--- config.mk ---
export PLATFORM = sky130hd
export DESIGN_NAME = accel_fifo_port
export DESIGN_NICKNAME = d
export VERILOG_FILES = /design/src/rtl/accel_fifo_pkg.sv /design/src/rtl/sync_fifo.sv /design/src/rtl/accel_fifo_port.sv
export SDC_FILE = /design/constraint.sdc
export NUM_CORES = 1
export LEC_CHECK = 0
export BUFFER_PORTS_ARGS = -buffer_cell sky130_fd_sc_hd__buf_4
export CORE_MARGIN = 2
export CORE_UTILIZATION = 40
export CTS_CLUSTER_SIZE = 10
export DETAILED_ROUTE_END_ITERATION = 10
export SETUP_SLACK_MARGIN = 0.15
export SYNTH_ARGS = -nofsm -noshare
export SYNTH_HDL_FRONTEND = slang
export SYNTH_HIERARCHICAL = 1
export SYNTH_SLANG_ARGS = --single-unit
--- constraint.sdc ---
create_clock -name clk -period 4.7 [get_ports clk]
set_input_delay 1.41 -clock clk [delete_from_list [all_inputs] [get_ports clk]]
set_output_delay 1.41 -clock clk [all_outputs]
set_load 0.05 [all_outputs]
--- src/rtl/accel_fifo_pkg.sv ---
// Shared definitions for the accelerator FIFO port.
// Optional feature macro: ACCEL_FIFO_ALMOST_FLAGS_EN enables the
// to_almost_full / from_almost_empty threshold flags; when undefined
// both flags are held at 0.
package accel_fifo_pkg;

  localparam int unsigned DATA_W_DEF    = 32;
  localparam int unsigned DEPTH_DEF     = 16;
  localparam int unsigned ALMOST_TH_DEF = 2;
  localparam int unsigned PTR_W         = $clog2(DEPTH_DEF);

`ifdef ACCEL_FIFO_ALMOST_FLAGS_EN
  localparam bit ALMOST_FLAGS_EN = 1'b1;
`else
  localparam bit ALMOST_FLAGS_EN = 1'b0;
`endif

  // Per-FIFO status FSM encoding
  typedef enum logic [1:0] {
    ST_EMPTY   = 2'd0,
    ST_PARTIAL = 2'd1,
    ST_FULL    = 2'd2
  } fifo_state_t;

endpackage

--- src/rtl/sync_fifo.sv ---
// Single-clock FIFO with occupancy counter and EMPTY/PARTIAL/FULL status FSM.
// Status flags come straight from the registered FSM state, so they track
// the post-edge occupancy. Pushes while full and pops while empty are
// dropped and reported through the *_drop strobes.
module sync_fifo
  import accel_fifo_pkg::*;
#(
  parameter int unsigned DATA_W = DATA_W_DEF,
  parameter int unsigned DEPTH  = DEPTH_DEF
) (
  input  logic                    clk,
  input  logic                    reset_n,
  input  logic                    i_push,
  input  logic [DATA_W-1:0]       i_wr_data,
  input  logic                    i_pop,
  output logic [DATA_W-1:0]       o_head,
  output logic                    o_empty,
  output logic                    o_full,
  output logic                    o_push_fire,
  output logic                    o_pop_fire,
  output logic                    o_push_drop,
  output logic                    o_pop_drop,
  output logic [$clog2(DEPTH):0]  o_count_next
);

  localparam int unsigned AW       = $clog2(DEPTH);
  localparam logic [AW:0] FULL_CNT = DEPTH[AW:0];

  logic [DATA_W-1:0] r_mem [DEPTH];
  logic [AW-1:0]     r_wr_ptr;
  logic [AW-1:0]     r_rd_ptr;
  logic [AW:0]       r_count;
  logic [AW:0]       w_count_next;
  fifo_state_t       r_state;
  fifo_state_t       w_state_next;
  logic              w_push_fire;
  logic              w_pop_fire;

  // A full FIFO drops the push even if a pop frees a slot in the same cycle
  assign w_push_fire = i_push && (r_state != ST_FULL);
  assign w_pop_fire  = i_pop  && (r_state != ST_EMPTY);

  assign o_push_fire  = w_push_fire;
  assign o_pop_fire   = w_pop_fire;
  assign o_push_drop  = i_push && (r_state == ST_FULL);
  assign o_pop_drop   = i_pop  && (r_state == ST_EMPTY);
  assign o_head       = r_mem[r_rd_ptr];
  assign o_count_next = w_count_next;

  // Storage array write port (no reset: contents are qualified by the count)
  always_ff @(posedge clk) begin
    if (w_push_fire) begin
      r_mem[r_wr_ptr] <= i_wr_data;
    end
  end

  // Pointers wrap naturally at DEPTH (power of two) and the count follows the net transfer
  always_ff @(posedge clk or negedge reset_n) begin
    if (!reset_n) begin
      r_wr_ptr <= '0;
      r_rd_ptr <= '0;
      r_count  <= '0;
    end else begin
      if (w_push_fire) begin
        r_wr_ptr <= r_wr_ptr + 1'b1;
      end
      if (w_pop_fire) begin
        r_rd_ptr <= r_rd_ptr + 1'b1;
      end
      r_count <= w_count_next;
    end
  end

  // Next occupancy from the accepted push/pop pair
  always_comb begin
    w_count_next = r_count;
    unique case ({w_push_fire, w_pop_fire})
      2'b10:   w_count_next = r_count + 1'b1;
      2'b01:   w_count_next = r_count - 1'b1;
      default: w_count_next = r_count;
    endcase
  end

  // Status FSM state register
  always_ff @(posedge clk or negedge reset_n) begin
    if (!reset_n) begin
      r_state <= ST_EMPTY;
    end else begin
      r_state <= w_state_next;
    end
  end

  // Status FSM next state and flag decode; only a net push or pop moves it
  always_comb begin
    w_state_next = r_state;
    o_empty      = 1'b0;
    o_full       = 1'b0;
    unique case (r_state)
      ST_EMPTY: begin
        o_empty = 1'b1;
        if (w_push_fire) begin
          w_state_next = ST_PARTIAL;
        end
      end
      ST_PARTIAL: begin
        if (w_push_fire != w_pop_fire) begin
          if (w_count_next == '0) begin
            w_state_next = ST_EMPTY;
          end else if (w_count_next == FULL_CNT) begin
            w_state_next = ST_FULL;
          end
        end
      end
      ST_FULL: begin
        o_full = 1'b1;
        if (w_pop_fire) begin
          w_state_next = ST_PARTIAL;
        end
      end
      default: begin
        w_state_next = ST_EMPTY;
      end
    endcase
  end

endmodule

--- src/rtl/accel_fifo_port.sv ---
// Router <-> accelerator FIFO port: a to-FIFO (router pushes, accelerator
// pops) and a from-FIFO (accelerator pushes, router pops), registered read
// data on both sides, sticky overflow/underflow flags and optional almost
// flags gated by ACCEL_FIFO_ALMOST_FLAGS_EN (tied to 0 when undefined).
module accel_fifo_port
  import accel_fifo_pkg::*;
#(
  parameter int unsigned DATA_W    = DATA_W_DEF,
  parameter int unsigned DEPTH     = DEPTH_DEF,
  parameter int unsigned ALMOST_TH = ALMOST_TH_DEF
) (
  input  logic              clk,
  input  logic              reset_n,
  input  logic              data_to_acc,
  input  logic [DATA_W-1:0] router_data_in,
  input  logic              data_from_acc,
  output logic [DATA_W-1:0] router_data_out,
  output logic              to_empty,
  output logic              to_full,
  output logic              from_empty,
  output logic              from_full,
  input  logic              acc_rd_en,
  output logic [DATA_W-1:0] acc_rd_data,
  output logic              acc_rd_valid,
  input  logic              acc_wr_en,
  input  logic [DATA_W-1:0] acc_wr_data,
  output logic              overflow_err,
  output logic              underflow_err,
  output logic              to_almost_full,
  output logic              from_almost_empty
);

  localparam int unsigned CW     = $clog2(DEPTH) + 1;
  localparam int unsigned AF_INT = DEPTH - ALMOST_TH;
  localparam logic [CW-1:0] AF_TH = AF_INT[CW-1:0];
  localparam logic [CW-1:0] AE_TH = ALMOST_TH[CW-1:0];

  logic [DATA_W-1:0] w_to_head;
  logic [DATA_W-1:0] w_from_head;
  logic              w_to_push_fire;
  logic              w_to_pop_fire;
  logic              w_to_push_drop;
  logic              w_to_pop_drop;
  logic              w_from_push_fire;
  logic              w_from_pop_fire;
  logic              w_from_push_drop;
  logic              w_from_pop_drop;
  logic [CW-1:0]     w_to_count_next;
  logic [CW-1:0]     w_from_count_next;

  logic [DATA_W-1:0] r_router_data_out;
  logic [DATA_W-1:0] r_acc_rd_data;
  logic              r_acc_rd_valid;
  logic              r_overflow_err;
  logic              r_underflow_err;
  logic              r_to_almost_full;
  logic              r_from_almost_empty;

  sync_fifo #(
    .DATA_W (DATA_W),
    .DEPTH  (DEPTH)
  ) u_to_fifo (
    .clk          (clk),
    .reset_n      (reset_n),
    .i_push       (data_to_acc),
    .i_wr_data    (router_data_in),
    .i_pop        (acc_rd_en),
    .o_head       (w_to_head),
    .o_empty      (to_empty),
    .o_full       (to_full),
    .o_push_fire  (w_to_push_fire),
    .o_pop_fire   (w_to_pop_fire),
    .o_push_drop  (w_to_push_drop),
    .o_pop_drop   (w_to_pop_drop),
    .o_count_next (w_to_count_next)
  );

  sync_fifo #(
    .DATA_W (DATA_W),
    .DEPTH  (DEPTH)
  ) u_from_fifo (
    .clk          (clk),
    .reset_n      (reset_n),
    .i_push       (acc_wr_en),
    .i_wr_data    (acc_wr_data),
    .i_pop        (data_from_acc),
    .o_head       (w_from_head),
    .o_empty      (from_empty),
    .o_full       (from_full),
    .o_push_fire  (w_from_push_fire),
    .o_pop_fire   (w_from_pop_fire),
    .o_push_drop  (w_from_push_drop),
    .o_pop_drop   (w_from_pop_drop),
    .o_count_next (w_from_count_next)
  );

  // Registered read data: load the head on an accepted pop, otherwise hold
  always_ff @(posedge clk or negedge reset_n) begin
    if (!reset_n) begin
      r_router_data_out <= '0;
      r_acc_rd_data     <= '0;
      r_acc_rd_valid    <= 1'b0;
    end else begin
      r_acc_rd_valid <= w_to_pop_fire;
      if (w_to_pop_fire) begin
        r_acc_rd_data <= w_to_head;
      end
      if (w_from_pop_fire) begin
        r_router_data_out <= w_from_head;
      end
    end
  end

  // Sticky error flags, cleared only by reset
  always_ff @(posedge clk or negedge reset_n) begin
    if (!reset_n) begin
      r_overflow_err  <= 1'b0;
      r_underflow_err <= 1'b0;
    end else begin
      r_overflow_err  <= r_overflow_err  | w_to_push_drop | w_from_push_drop;
      r_underflow_err <= r_underflow_err | w_to_pop_drop  | w_from_pop_drop;
    end
  end

  // Threshold flags from post-edge occupancy; constant 0 when the feature is off
  always_ff @(posedge clk or negedge reset_n) begin
    if (!reset_n) begin
      r_to_almost_full    <= 1'b0;
      r_from_almost_empty <= 1'b0;
    end else begin
      r_to_almost_full    <= ALMOST_FLAGS_EN && (w_to_count_next >= AF_TH);
      r_from_almost_empty <= ALMOST_FLAGS_EN && (w_from_count_next <= AE_TH);
    end
  end

  assign router_data_out   = r_router_data_out;
  assign acc_rd_data       = r_acc_rd_data;
  assign acc_rd_valid      = r_acc_rd_valid;
  assign overflow_err      = r_overflow_err;
  assign underflow_err     = r_underflow_err;
  assign to_almost_full    = r_to_almost_full;
  assign from_almost_empty = r_from_almost_empty;

  // Push-fire strobes are not needed at this level; the write side is self-contained
  logic w_unused_push_fire;
  assign w_unused_push_fire = w_to_push_fire ^ w_from_push_fire;

endmodule

Word level (Yosys, flattened, before mapping):

Memories as Yosys holds them, arrays and structs flattened. A register that Yosys moved wholly into a read port is not among the register bits.
Index checks and enable logic that the tools add are counted.
Widths: inputs -> output; s select.

* flip-flop bits (word level): 33
* memories kept: 2
* logic and storage cells: 87
* RAM bits: 1024

* reduce and logical (&&, ||, !) cells: 18
* bitwise operators: 4
* equality and inequality tests: 22
* $add $sub $neg: 8
* muxes and demuxes: 22

Memories
* u_from_fifo.r_mem: depth 16, width 32, read ports 1, clocked after memory_dff 1, wr ports 1, line sync_fifo.sv:29 `logic [DATA_W-1:0] r_mem [DEPTH];`
* u_to_fifo.r_mem: depth 16, width 32, read ports 1, clocked after memory_dff 1, wr ports 1, line sync_fifo.sv:29

Operators by type and width (number)
* $mux 2: 10
* $pmux 5 s2: 2
* $add 4x1->4 const B: 4
* $ne 2x1->1 const B: 6
* $pmux 2 s3: 2
* $add 5x1->5 const B: 2
* $eq 5x5->1 const B: 2
* $logic_not 5->1: 2
* $sub 5x1->5 const B: 2
* $eq 2x1->1 const B: 4
* $eq 2x2->1 const B: 4
* $logic_and 1x1->1: 8
* $mux 1: 8
* $reduce_and 4->1: 2
* $ne 3x1->1 const B: 2
* $logic_not 2->1: 2
* $ne 2x2->1 const B: 2
* $or 1x1->1: 4
* $reduce_bool 2->1: 2
* $logic_not 1->1: 2
* $ne 1x1->1: 2

Depth between registers and ports, before layout:

* word-level depth: 9
* depth in mapped cells: 13
* depth with buffers taken out: 11

Hierarchy:

The synthesis kept the hierarchy.

Modules (own cells, without submodules)
* sync_fifo (u_to_fifo): seq. area each 15750.1 µm², area an instance 20228.2 µm², instances 1, cells an instance 827
* sync_fifo (u_from_fifo): seq. area each 15750.1 µm², area an instance 20205.6 µm², instances 1, cells an instance 824
* accel_fifo_port: seq. area each 1676.6 µm², area an instance 2796.4 µm², instances 1, cells an instance 144

Worst setup path before layout:

No wires, ideal clock.

* path kind: input to register
* start point: input port data_to_acc
* end point: memory u_to_fifo/r_mem[3][0] (netlist name), enable pin
* stages on the path: 4
* setup time: 0.461 ns
* slack: 0.062 ns
* data arrival time: 4.177 ns
* path through: nor2b_1 > clkbuf_1 > nand2_1 > nor3_1

* cells in the longest elaborated chain, start to end: 3

RTL lines
* from (decl): line accel_fifo_port.sv:14 `input logic data_to_acc,`
* $logic_and 1x1->1: line sync_fifo.sv:40 `assign w_push_fire = i_push && (r_state != ST_FULL);`
* named net w_to_push_fire: line accel_fifo_port.sv:40 `logic w_to_push_fire;`
* $mux 1: line sync_fifo.sv:52 `if (w_push_fire) begin`
* $mux 1 (implied by the code): line sync_fifo.sv:53 `r_mem[r_wr_ptr] <= i_wr_data;`
* to (decl): line sync_fifo.sv:29

The timed path passes the listed nets, and every way through them passes these cells.

Worst setup path after layout:

* start point: input port data_to_acc
* end point: register u_to_fifo.r_state[1]

* cells in the longest elaborated chain, start to end: 7
* elaborated cells between the ends (all ways): 14
* those cells by class: 7 x eq/ne; 4 x mux; 3 x reduce/logical

RTL lines
* $logic_and 1x1->1 *: line sync_fifo.sv:40
* named net w_to_push_fire: line accel_fifo_port.sv:40
* $eq 2x1->1 or $eq 2x2->1 (tied branches): line sync_fifo.sv:77 `unique case ({w_push_fire, w_pop_fire})`
* $pmux 5 s2: line sync_fifo.sv:77
* $logic_not 5->1: line sync_fifo.sv:107 `if (w_count_next == '0) begin`
* $mux 2: line sync_fifo.sv:107
* $mux 2: line sync_fifo.sv:106 `if (w_push_fire != w_pop_fire) begin`
* $pmux 2 s3: line sync_fifo.sv:98 `unique case (r_state)`
* to (signal assigned): line sync_fifo.sv:89 `r_state <= w_state_next;`
* to (decl): line sync_fifo.sv:34 `fifo_state_t r_state;`

Mark *: on every way through the listed nets, which the timed path passes. The rest lies on a longest branch. The select of a mux whose other input is x is not followed.
A chain may end at the register's enable or synchronous reset.

==> flow_summary.toml <==
[run_status]
status = "completed"

[worst_setup_path]
start_kind = "primary input"
critPathCaptureType = "register"
r2r-end = "u_to_fifo/r_state[1]"
critPathArrivalTime_ps = 3910
r2r-start = "u_to_fifo/r_state[1]"
reg2reg_depth = 12
r2r_slack_ps = 1520
crit_type = "in2reg"
critical_path_peak_fanout = 9
cp.required_ps = 5310

[synth]
synth_top_area_share_pct = 71.13
synthTopCellsByArea = "edfxtp_1, mux4_2, dfrtp_1"
syn_area_um2 = 43230
async_flop_share_pct = 8.653
avgSynthCellArea_um2 = 24.08
synth.ff_latch_count = 1121
ys_types = 51
synth_largest_area_cell = "edfxtp_1"
ys_seq_area_share_pct = 76.74
synth-edff-count = 1024
yosysWarnings = 6
synth_ff_type = "edfxtp_1"
netlist_instances = 1795

[sta]
rsz0062_at_grt = "no"
hold_viol = 0
setup_ws_ps = 1401
finalCriticalPeriod_ps = 3299
max_slew_margin_pct = 20.57
max_freq_mhz = 303.1
max_slew.worst_pin.slew_ps = 1191
period_share_pct = 70.19
fin_skew_ps = 25.68
finalSetupViolations = 0
setup_tns_ps = 0
slew_viol_final = 0

[drt]
num_vias = 19230
drt_iter0_markers = 1475
post_drt_via_cell_ratio = 5.429
detail-route-antenna-nets = 0
wl_per_cell_um = 26.06
dr.pass1.iters = 5
totalWireLength_um = 92300
drc = 0

[power]
power_density_nw_per_um2 = 635.1
power_frac_clock_pct = 29.1
switching_share_pct = 30.23
cell_internal_pwr_mw = 22.24
peakVddDrop_mv = 0.4179
p_total_mw = 31.87
p_comb_share_pct = 28.6
seqPwrFrac_pct = 42.2
net-switching-power_mw = 9.634
p_leak_nw = 16.34

[finish]
drive_gt1_share_pct = 36.86
fill_cells = 8713
nNetsFinal = 2127
final_cell_mix = "edfxtp_1, mux4_2, buf_4, clkbuf_16, dfrtp_1"
mostFrequentLayoutCell = "edfxtp_1"
area_growth_pct = 16.09
fin_util_pct = 46.81

[placement]
preCtsSetupSlack_ps = 685.2
portBuffers = 140
dpl.hpwl_um = 52870
gp_congestion = 0.7629

[grt]
grt_max_degree = 76
grt_overflow = 0
grtUsageMet2_pct = 29.43
grt_antenna_before_repair = 4
grt_first_pass_wirelength_um = 138800
first_global_vias = 20700
met1_usage_pct = 21.56
grt.total_usage_pct = 16.99
use_met3_pct = 3.825
grt_busiest_layer = "met2"

[cts]
htreeDepth = 4
postCtsResizedCells = 0
cts_buffer_depth = 3
cts_root_buf = "clkbuf_16"
clk_latency_ps = 740
postCtsSetupRepairBufs = 0
cts_tree = "done"
clock-sinks = 1121
ctsHoldBuffers = 0
cts_buffers = 133
clk_pin_slew_ps = 50

[job]
max_cap_viol_count = 0

[hold_path]
worstHoldStart = "u_to_fifo/r_count[4]"
min_path_type = "reg2reg"
worstHoldEndpoint = "u_to_fifo/r_count[4]"
worstHoldPathCells = 1

[die]
io_pins = 143
rows = 120
initial_utilization_pct = 40.33
die_h_um = 332.8
die_area_um2 = 110700
coreArea_um2 = 107200
dieWidth_um = 332.8
-- layer usage --
layer,vias up,part of all wire [%]
met2,471,53
li1,8100,-
met4,8,1.7
met3,136,5.0
met5,-,0.049
met1,10510,40
-- synth_stat cells, types with 2 or more instances --
cell type	instances
edfxtp_1	1024
mux4_2	320
dfrtp_1	97
mux2_4	60
clkbuf_1	35
nor2_1	34
buf_6	24
nand2_1	24
xnor2_1	19
buf_1	17
ha_1	16
buf_2	12
o21ai_0	10
inv_1	9
nor3_1	9
nor2b_1	7
a21oi_1	6
buf_12	6
mux2_2	6
nand2b_1	6
and2_1	4
nand4_1	4
or3_1	4
xor2_1	4
a211oi_1	3
nand3b_1	3
buf_4	2
mux2i_1	2
nand3_1	2
nor3b_1	2
o21ai_1	2
o21bai_1	2
o32a_1	2
-- power groups by stage --
stage / Combinational, mW / Clock [mW] / Sequential [mW]
floorplan: 6.30 / 0 / 13.8
global placement: 9.17 / 0 / 13.6
detailed placement: 9.26 / 0 / 13.7
CTS: 9.31 / 9.51 / 13.5
global route: 9.67 / 9.93 / 13.6
finish: 9.13 / 9.29 / 13.5
-- worst max-delay path by stage --
stage | start | end | slack, ps | cells after the start
3_5_place_dp | data_to_acc | u_to_fifo/r_state[1] | 690 | 12
6_report | data_to_acc | u_to_fifo/r_state[1] | 1400 | 12
2_1_floorplan | acc_wr_en | u_from_fifo/r_mem[3][0] | 280 | 4
4_1_cts | data_to_acc | u_to_fifo/r_state[1] | 1470 | 12
3_3_place_gp | data_to_acc | u_to_fifo/r_state[1] | 690 | 12
5_1_grt | data_to_acc | u_to_fifo/r_state[1] | 1250 | 12
-- final cells by class --
class / count / area (um^2) / area share (%)
tap: 1403 / 1755 / 3.498
inverter: 11 / 41.29 / 0.08227
timing repair buffer: 206 / 1675 / 3.338
clock buffer: 216 / 3756 / 7.484
sequential: 1121 / 33200 / 66.15
antenna: 1 / 2.502 / 0.004986
multi-input combinational: 568 / 9600 / 19.13
clock inverter: 16 / 157.7 / 0.3141
-- registers in the layout, summed over array words and instances, names as in the netlist --
register	count
router_data_out	32
overflow_err	1
acc_rd_valid	1
u_to_fifo/r_rd_ptr	4
acc_rd_data	32
u_from_fifo/r_state	2
u_from_fifo/r_wr_ptr	4
underflow_err	1
u_to_fifo/r_count	5
u_to_fifo/r_state	2
u_from_fifo/r_rd_ptr	4
u_to_fifo/r_mem	512
u_to_fifo/r_wr_ptr	4
u_from_fifo/r_count	5
u_from_fifo/r_mem	512
-- cells by family (layout without fill, tap and decap cells) --
group	Yosys count	in the layout	synth area share [%]
AOI/OAI and AO/OA	36	36	0.5500
xor gates and xnor gates	24	24	0.5181
adders and majority gates	16	16	0.4631
DFF	1121	1121	76.74
and+or+nand+nor	102	102	1.135
muxes	388	388	18.96
other	1	3	0.008674
buffers and inverters	107	449	1.624
-- critical path, cell delays in order --
cell	delay, ps
buf_4	110
nor2b_1	120
buf_4	180
inv_1	90
ha_1	330
xor2_1	200
ha_1	260
nor3b_1	270
a21oi_1	60
or2_0	190
or3b_1	380
o32a_1	290
-- metrics by stage --
step	hold WS (ps)	cells	area [um^2]
after floorplan	444.5	1796	43250
after global placement	455.1	3309	46270
after detailed placement	465.2	3309	46270
after CTS	480.8	3541	50180
after global routing	499.2	3541	50180
final	474.1	3542	50190
No activity file was read; power rests on OpenSTA's default activity.
